File: config.mk
export PLATFORM = sky130hd
export DESIGN_NAME = keypad_scanner_flat
export DESIGN_NICKNAME = d
export VERILOG_FILES = /design/src/rtl/keypad_if.sv /design/src/rtl/keypad_scanner.sv /design/src/flat_wrapper.sv
export SDC_FILE = /design/constraint.sdc
export NUM_CORES = 1
export LEC_CHECK = 0
export BUFFER_PORTS_ARGS = -buffer_cell sky130_fd_sc_hd__buf_2
export CAP_MARGIN = 5
export CORE_MARGIN = 2
export CORE_UTILIZATION = 50
export DETAILED_ROUTE_END_ITERATION = 8
export PLACE_DENSITY_LB_ADDON = 0.05
export SLEW_MARGIN = 20
export SYNTH_ARGS = -nofsm -noshare
export SYNTH_HDL_FRONTEND = slang
export SYNTH_SLANG_ARGS = --single-unit
export TNS_END_PERCENT = 100
File: constraint.sdc
create_clock -name clk_i -period 2.61 [get_ports clk_i]
set_input_delay 0.522 -clock clk_i [delete_from_list [all_inputs] [get_ports clk_i]]
set_output_delay 0.522 -clock clk_i [all_outputs]
set_load 0.1 [all_outputs]
File: src/rtl/keypad_if.sv
// Keypad scanner signal bundle: row sense in, column drive and debounced key state out.
interface keypad_if;
  logic [3:0] row_i;
  logic [3:0] col_o;
  logic [3:0] key_value_o;
  logic       key_down_o;
  logic       key_press_o;

  modport master (
    input  row_i,
    output col_o,
    output key_value_o,
    output key_down_o,
    output key_press_o
  );

  modport slave (
    output row_i,
    input  col_o,
    input  key_value_o,
    input  key_down_o,
    input  key_press_o
  );
endinterface

File: src/rtl/keypad_scanner.sv
// 4x4 matrix keypad scanner: column sweep, first-key-per-sweep capture,
// sweep-level debounce and a registered stable-key output with a press pulse.
module keypad_scanner #(
  parameter int unsigned SETTLE_CYCLES   = 1000,
  parameter int unsigned DEBOUNCE_SWEEPS = 4
) (
  input  logic      clk_i,
  input  logic      rst_i,
  keypad_if.master  kp
);

  localparam int unsigned CW = $clog2(SETTLE_CYCLES);
  localparam int unsigned MW = $clog2(DEBOUNCE_SWEEPS + 1);

  typedef enum logic [1:0] {COL0, COL1, COL2, COL3} col_e;

  col_e           col_q, col_d;
  logic [CW-1:0]  settle_q, settle_d;
  logic [3:0]     row_meta_q, row_sync_q;
  // Key results are {valid, code}; NONE is kept canonical as 5'b0.
  logic [4:0]     acc_q, acc_d;
  logic [4:0]     res_q, res_d;
  logic [4:0]     prev_q, prev_d;
  logic [4:0]     stable_q, stable_d;
  logic [MW-1:0]  match_q, match_d;
  logic           end_q, end_d;
  logic           press_q, press_d;

  logic           sample;
  logic           row_hit;
  logic [1:0]     hit_row;
  logic [3:0]     hit_code;

  function automatic logic [3:0] key_code(input logic [1:0] r, input logic [1:0] c);
    logic [3:0] code;
    case ({r, c})
      4'b00_00: code = 4'h1;  4'b00_01: code = 4'h2;
      4'b00_10: code = 4'h3;  4'b00_11: code = 4'hA;
      4'b01_00: code = 4'h4;  4'b01_01: code = 4'h5;
      4'b01_10: code = 4'h6;  4'b01_11: code = 4'hB;
      4'b10_00: code = 4'h7;  4'b10_01: code = 4'h8;
      4'b10_10: code = 4'h9;  4'b10_11: code = 4'hC;
      4'b11_00: code = 4'h0;  4'b11_01: code = 4'hF;
      4'b11_10: code = 4'hE;  default:  code = 4'hD;
    endcase
    return code;
  endfunction

  assign sample = (settle_q == CW'(SETTLE_CYCLES - 1));

  // Column state: register / next-state / output decode.
  always_ff @(posedge clk_i or posedge rst_i) begin
    if (rst_i) col_q <= COL0;
    else       col_q <= col_d;
  end

  always_comb begin
    col_d = col_q;
    if (sample) begin
      case (col_q)
        COL0:    col_d = COL1;
        COL1:    col_d = COL2;
        COL2:    col_d = COL3;
        default: col_d = COL0;
      endcase
    end
  end

  always_comb begin
    case (col_q)
      COL0:    kp.col_o = 4'b1110;
      COL1:    kp.col_o = 4'b1101;
      COL2:    kp.col_o = 4'b1011;
      default: kp.col_o = 4'b0111;
    endcase
  end

  // Lowest pressed row wins within a column.
  always_comb begin
    row_hit = 1'b0;
    hit_row = '0;
    for (int unsigned i = 0; i < 4; i++) begin
      if (!row_sync_q[3-i]) begin
        row_hit = 1'b1;
        hit_row = 2'(3 - i);
      end
    end
    hit_code = key_code(hit_row, col_q);
  end

  always_comb begin
    settle_d = sample ? '0 : settle_q + 1'b1;
    acc_d    = acc_q;
    res_d    = res_q;
    prev_d   = prev_q;
    match_d  = match_q;
    stable_d = stable_q;
    end_d    = 1'b0;
    press_d  = 1'b0;

    if (sample) begin
      if (col_q == COL3) begin
        // Fold the last column in directly so the sweep result is ready one cycle later.
        end_d = 1'b1;
        acc_d = '0;
        if (acc_q[4])     res_d = acc_q;
        else if (row_hit) res_d = {1'b1, hit_code};
        else              res_d = '0;
      end else if (!acc_q[4] && row_hit) begin
        acc_d = {1'b1, hit_code};
      end
    end

    if (end_q) begin
      prev_d = res_q;
      if (res_q == prev_q)
        match_d = (match_q == MW'(DEBOUNCE_SWEEPS)) ? match_q : match_q + 1'b1;
      else
        match_d = MW'(1);
      if (match_d == MW'(DEBOUNCE_SWEEPS) && res_q != stable_q) begin
        stable_d = res_q;
        press_d  = res_q[4];
      end
    end
  end

  always_ff @(posedge clk_i or posedge rst_i) begin
    if (rst_i) begin
      row_meta_q <= 4'hF;
      row_sync_q <= 4'hF;
      settle_q   <= '0;
      acc_q      <= '0;
      res_q      <= '0;
      prev_q     <= '0;
      match_q    <= '0;
      stable_q   <= '0;
      end_q      <= 1'b0;
      press_q    <= 1'b0;
    end else begin
      row_meta_q <= kp.row_i;
      row_sync_q <= row_meta_q;
      settle_q   <= settle_d;
      acc_q      <= acc_d;
      res_q      <= res_d;
      prev_q     <= prev_d;
      match_q    <= match_d;
      stable_q   <= stable_d;
      end_q      <= end_d;
      press_q    <= press_d;
    end
  end

  assign kp.key_value_o = stable_q[3:0];
  assign kp.key_down_o  = stable_q[4];
  assign kp.key_press_o = press_q;

endmodule

File: src/flat_wrapper.sv
// flat-port wrapper written by rule: the top's interface ports become plain ports
module keypad_scanner_flat 
#(
  parameter int unsigned SETTLE_CYCLES   = 1000,
  parameter int unsigned DEBOUNCE_SWEEPS = 4
)
  (clk_i, rst_i, kp_row_i, kp_col_o, kp_key_value_o, kp_key_down_o, kp_key_press_o);
  keypad_if kp_i ();
  input  logic clk_i;
  input  logic rst_i;
  input wire logic [$bits(kp_i.row_i)-1:0] kp_row_i;
  output wire logic [$bits(kp_i.col_o)-1:0] kp_col_o;
  output wire logic [$bits(kp_i.key_value_o)-1:0] kp_key_value_o;
  output wire logic [$bits(kp_i.key_down_o)-1:0] kp_key_down_o;
  output wire logic [$bits(kp_i.key_press_o)-1:0] kp_key_press_o;
  assign kp_i.row_i = kp_row_i;
  assign kp_col_o = kp_i.col_o;
  assign kp_key_value_o = kp_i.key_value_o;
  assign kp_key_down_o = kp_i.key_down_o;
  assign kp_key_press_o = kp_i.key_press_o;
  keypad_scanner #(.SETTLE_CYCLES(SETTLE_CYCLES), .DEBOUNCE_SWEEPS(DEBOUNCE_SWEEPS)) u_core (.clk_i(clk_i), .rst_i(rst_i), .kp(kp_i));
endmodule
Word-level counts from Yosys, hierarchy flattened
Memories as Yosys holds them, arrays and structs flattened.
Cells that the tools add are included.
{"block": "totals", "register_bits": 45, "rom_bits": 64, "output_inout_bits": 10, "n_memories": 1}
{"name": "(name not given)", "depth": 16, "word_bits": 4, "read_ports": 1, "rd_ports_with_merged_regs": 0, "wr": 0, "line": "keypad_scanner.sv:36", "text": "case ({r, c})"}
{"block": "classes", "n_addsub": 2, "eq_ne": 8, "muxes": 22, "n_reduce_logical": 8}
{"cell": "$mux W5", "count": 4}
{"cell": "$pmux W4 S3", "count": 1}
{"cell": "$add A10 B1 Y10 const B", "count": 1}
{"cell": "$eq A10 B10 Y1 const B", "count": 1}
{"cell": "$mux W10", "count": 1}
{"cell": "$mux W3", "count": 3}
{"cell": "$mux W1", "count": 8}
{"cell": "$mux W2", "count": 4}
{"cell": "$eq A3 B3 Y1 const B", "count": 2}
{"cell": "$pmux W2 S3", "count": 1}
{"cell": "$reduce_and A2 Y1", "count": 3}
{"cell": "$eq A5 B5 Y1", "count": 1}
{"cell": "$ne A5 B5 Y1", "count": 1}
{"cell": "$eq A2 B2 Y1 const B", "count": 2}
{"cell": "$add A3 B1 Y3 const B", "count": 1}
{"cell": "$eq A2 B1 Y1 const B", "count": 1}
{"cell": "$logic_and A1 B1 Y1", "count": 2}
{"cell": "$logic_not A2 Y1", "count": 1}
{"cell": "$reduce_bool A2 Y1", "count": 1}
{"cell": "$logic_not A1 Y1", "count": 1}

Depth between registers and ports, before layout
{"block": "depth", "ltp_word": 8, "mapped_depth": 7}

Least setup slack after synthesis
No wires, ideal clock.
{"block": "synth_path", "kind": "register -> register", "startpoint": "reg u_core.col_q[0]", "endpoint": "reg u_core.res_q[1]", "setup_ps": 80, "t_arrival_ps": 2100, "required_ps": 2530, "slack_ps": 430, "stages_incl_launch_ff": 7, "synth_period_minus_slack_ps": 2180, "path_cell_list": "dfrtp_1 ha_1 inv_1 or4b_1 buf_2 inv_1 a2bb2oi_1"}
{"block": "synth_between", "elab_chain_len": 3, "word_cells_on_any_way": 5, "classes_between": "1 x eq/ne; 2 x mux; 1 x reduce/logical; 1 x memory"}
{"item": "start: declaration", "line": "keypad_scanner.sv:17", "text": "col_e col_q, col_d;"}
{"item": "start signal: assignment", "line": "keypad_scanner.sv:54", "text": "else col_q <= col_d;"}
{"item": "$mem_v2 Z16 W4"}
{"item": "$mux W5", "line": "keypad_scanner.sv:107", "text": "else if (row_hit) res_d = {1'b1, hit_code};"}
{"item": "$mux W5", "line": "keypad_scanner.sv:106", "text": "if (acc_q[4]) res_d = acc_q;"}
{"item": "end signal: assignment", "line": "keypad_scanner.sv:144", "text": "res_q <= res_d;"}
{"item": "end: declaration", "line": "keypad_scanner.sv:22", "text": "logic [4:0] res_q, res_d;"}
Parallel ways exist; a longest one is shown, timed or not.
A chain may end at the register's enable or synchronous reset.

Worst setup path after layout
{"block": "layout_path", "startpoint": "reg u_core.match_q[0]", "endpoint": "reg u_core.stable_q[4]"}
{"block": "layout_between", "elab_chain_len": 7, "word_cells_on_any_way": 8, "classes_between": "1 x add/sub; 2 x eq/ne; 3 x mux; 2 x reduce/logical"}
{"item": "start: declaration", "line": "keypad_scanner.sv:25", "text": "logic [MW-1:0] match_q, match_d;"}
{"item": "start signal: assignment", "line": "keypad_scanner.sv:146", "text": "match_q <= match_d;"}
{"item": "$add A3 B1 Y3 or $eq A3 B3 Y1 (tied branches)", "line": "keypad_scanner.sv:117", "text": "match_d = (match_q == MW'(DEBOUNCE_SWEEPS)) ? match_q : match_q + 1'b1;"}
{"item": "$mux W3 *", "line": "keypad_scanner.sv:117"}
{"item": "$mux W3 *", "line": "keypad_scanner.sv:116", "text": "if (res_q == prev_q)"}
{"item": "$mux W3 *", "line": "keypad_scanner.sv:114", "text": "if (end_q) begin"}
{"item": "$eq A3 B3 Y1 *", "line": "keypad_scanner.sv:120", "text": "if (match_d == MW'(DEBOUNCE_SWEEPS) && res_q != stable_q) begin"}
{"item": "$logic_and A1 B1 Y1 *", "line": "keypad_scanner.sv:120"}
{"item": "$reduce_and A2 Y1 (no line) *"}
{"item": "end signal: assignment", "line": "keypad_scanner.sv:147", "text": "stable_q <= stable_d;"}
{"item": "end: declaration", "line": "keypad_scanner.sv:24", "text": "logic [4:0] stable_q, stable_d;"}
Mark *: on every way between the ends. The rest lies on a longest branch, timed or not. The select of a mux whose other input is x is not followed.

==> summary.txt <==
Cells and area
  • Most common cell after layout, fill and taps aside: dfrtp_1
  • Number of nets in the layout: 235
  • Reg area: 1140 um^2
  • Multi-input gate area in the final layout: 996 um^2
  • Antenna cells: 0
  • Ratio of cells with drive above 1 in the final layout: 22.7%
  • Area grow syn2layout: 9.82%
  • # fillers: 384
  • Post-Layout Cell Count: 272
  • Commonest cells after routing, fill and taps aside: dfrtp_1 (37), buf_2 (15), a21oi_1 (14), o21ai_0 (14), nand2_1 (12)

Routing
  • DRT Pass-1 Iters: 4
  • Vias: 1503
  • 1st-iter DRT viols: 43
  • Met1 wire length: 1.91 mm
  • Final WL: 4.06 mm
  • DR vias/cell: 5.53
  • Highest Signal Layer: met4
  • Residual DRC: 0
  • Routed len/inst: 14.9 um
  • Routed wire length on met3: 131 um
  • Antenna violation net count after detailed routing: 0
  • Metal2 WL: 1.94 mm

STA
  • Final setup fails: 0
  • Fmax: 0.447 GHz
  • Hold Fails Final Rpt: 0
  • Setup TNS: 0 ns
  • Worst Max-Slew Pin Slew: 0.841 ns
  • Max Slew Vio Count: 0
  • Final period util: 85.7%
  • Worst-case clock skew: 0.00323 ns
  • Slew HR: 43.6%
  • RSZ-0062 raised after global routing: no
  • Tmin final: 2.24 ns

Status
  • Status: completed

Die
  • Core Box Area: 4320 um^2
  • Die area: 4980 um^2
  • Std-Cell Rows: 24
  • Initial Util: 51.2%
  • Die Width: 70.6 um
  • Boundary pin count: 16
  • Die H: 70.6 um

Global route
  • First-pass GRT wire length: 7.08 mm
  • Vias in the first global route: 1567
  • Antenna violations before repair: 0
  • Largest net degree at the start of global routing: 25
  • Total GRT Usage: 18.1%
  • Overflow after GRT: 0

Synthesis
  • Synth warnings: 0
  • Post-synthesis sequential area ratio: 51.3%
  • Top FF cell, synth: dfrtp_1
  • Distinct cells, synth: 43
  • Syn Inst Count: 202
  • Syn_nets: 218
  • Register bit count reported by yosys: 45
  • EDFF count, synth: 0
  • Avg Cell Area, Syn: 11.0 um^2
  • Synth Cell Area: 2220 um^2
  • Synth async-reset ratio: 100%

Critical path
  • Crit start category: flop
  • Reg2Reg Depth: 6
  • Worst r2r src: u_core.match_q[0]
  • Worst-path maximum fanout: 6
  • Setup CP Type: reg -> reg
  • CP required: 2.80 ns
  • CP Capture Type: flop
  • R2r setup slk: 0.37 ns
  • Start point of the critical path: u_core.match_q[0]
  • Worst EP arrival: 2.43 ns

CTS
  • Setup Buffers After CTS: 0
  • Worst-path clk slew: 0.09 ns
  • CTS Root Buffer Type: clkbuf_8
  • Cts hold-fix bufs: 0
  • Post-cts repair resize count: 0
  • Clock Path Buffers: 2
  • Clock sink count: 45
  • CTS tree: yes
  • H-tree lvl count: 2
  • Total CTS buffers: 5
  • Clk Latency, worst-skew pair: 0.30 ns

Placement
  • Final Wtd Congestion: 0.782
  • PortBufs: 15
  • Detail Placement HPWL: 2.95 mm
  • Placed instance count: 264

Pwr
  • Leakage power: 1.13 nW
  • IR drop worst, VDD: 0.295 mV
  • PwrDens: 492 nW/um^2

Min path
  • Hold Crit Class: in -> async

Flow run
  • MaxCap Viol Count: 0
-- worst max-delay path, stage by stage, from the launching register on --
cell	delay [ns]
dfrtp_1	0.41
inv_1	0.08
ha_1	0.25
or3b_1	0.39
a311oi_1	0.25
and4_1	0.42
mux2_4	0.33
-- cell usage after synthesis (all sizes together) (3+ instances only) --
library cell / number / area share, %
a21oi: 14 / 3.2
buf: 3 / 0.90
clkbuf: 5 / 0.85
dfrtp: 37 / 42
dfstp: 8 / 9.5
ha: 10 / 5.6
inv: 12 / 2.0
mux2: 10 / 5.9
nand2: 12 / 2.0
nand2b: 7 / 2.0
nand3: 4 / 0.90
nand3b: 3 / 1.0
nand4: 4 / 1.1
nor2: 9 / 1.5
nor3b: 4 / 1.4
o21ai: 14 / 3.2
o31ai: 3 / 1.0
or3: 3 / 0.85
xnor2: 4 / 1.6
xor2: 9 / 3.6
-- final timing paths --
path,end
worst max-delay path,u_core.stable_q[4]
worst min-delay path,u_core.match_q[0]
worst max register to register,u_core.stable_q[4]
worst min register to register,u_core.row_sync_q[1]
max in group asynchronous,u_core.stable_q[4]
min in group clk_i,u_core.row_meta_q[0]
-- sequential cells by signal (all words and copies together), names as in the netlist, 2 cells and up --
register and cells:
u_core.settle_q 10, u_core.res_q 5, u_core.col_q 2, u_core.prev_q 5
u_core.row_sync_q 4, u_core.match_q 3, u_core.row_meta_q 4, u_core.acc_q 5
u_core.stable_q 5
-- layer usage --
metal,track usage [%],up-vias
met5,0,-
met4,7.76,0
met3,4.99,7
met2,30.3,24
met1,22.1,726
li1,-,746
-- metrics by stage --
step | hold slack (ns) | setup WS, ns | util [%] | power (mW) | instance area, um^2
after floorplan | 0.345 | 0.430 | - | 0.747 | 2220
after global placement | 0.348 | 0.462 | 54.1 | 0.760 | 2340
after detailed placement | 0.347 | 0.388 | 54.1 | 0.761 | 2340
after CTS | 0.270 | 0.364 | 56.3 | 1.21 | 2430
after global routing | 0.280 | 0.190 | 56.3 | 1.25 | 2430
final | 0.268 | 0.374 | 56.3 | 1.20 | 2430
-- logic make-up (layout without fill, tap and decap cells) --
kind of cell    Yosys count  after routing  share of synthesized area (%)
xor+xnor                 13             13                           5.14
mux                      10             10                           5.93
fa+ha+maj                10             10                           5.65
simple gates             58             58                           15.2
buf+inv                  20             38                           3.78
compound gates           46             46                           13.0
flops                    45             45                           51.3
-- power by group --
| group | leakage [nW] | switching (mW) | total (mW) | internal [mW] |
|---|---|---|---|---|
| clock network | 0.0452 | 0.256 | 0.451 | 0.195 |
| registers | 0.587 | 0.00790 | 0.716 | 0.708 |
| logic | 0.501 | 0.0204 | 0.0306 | 0.0102 |
-- area by class of cell --
class | count | share of cell area (%)
inverter | 12 | 1.85
sequential | 45 | 46.7
clock buffer | 5 | 2.83
tap | 52 | 2.67
clock inverter | 3 | 1.03
multi-input combinational | 137 | 40.9
timing repair buffer | 18 | 4.01
(Power assumes the default switching activity.)
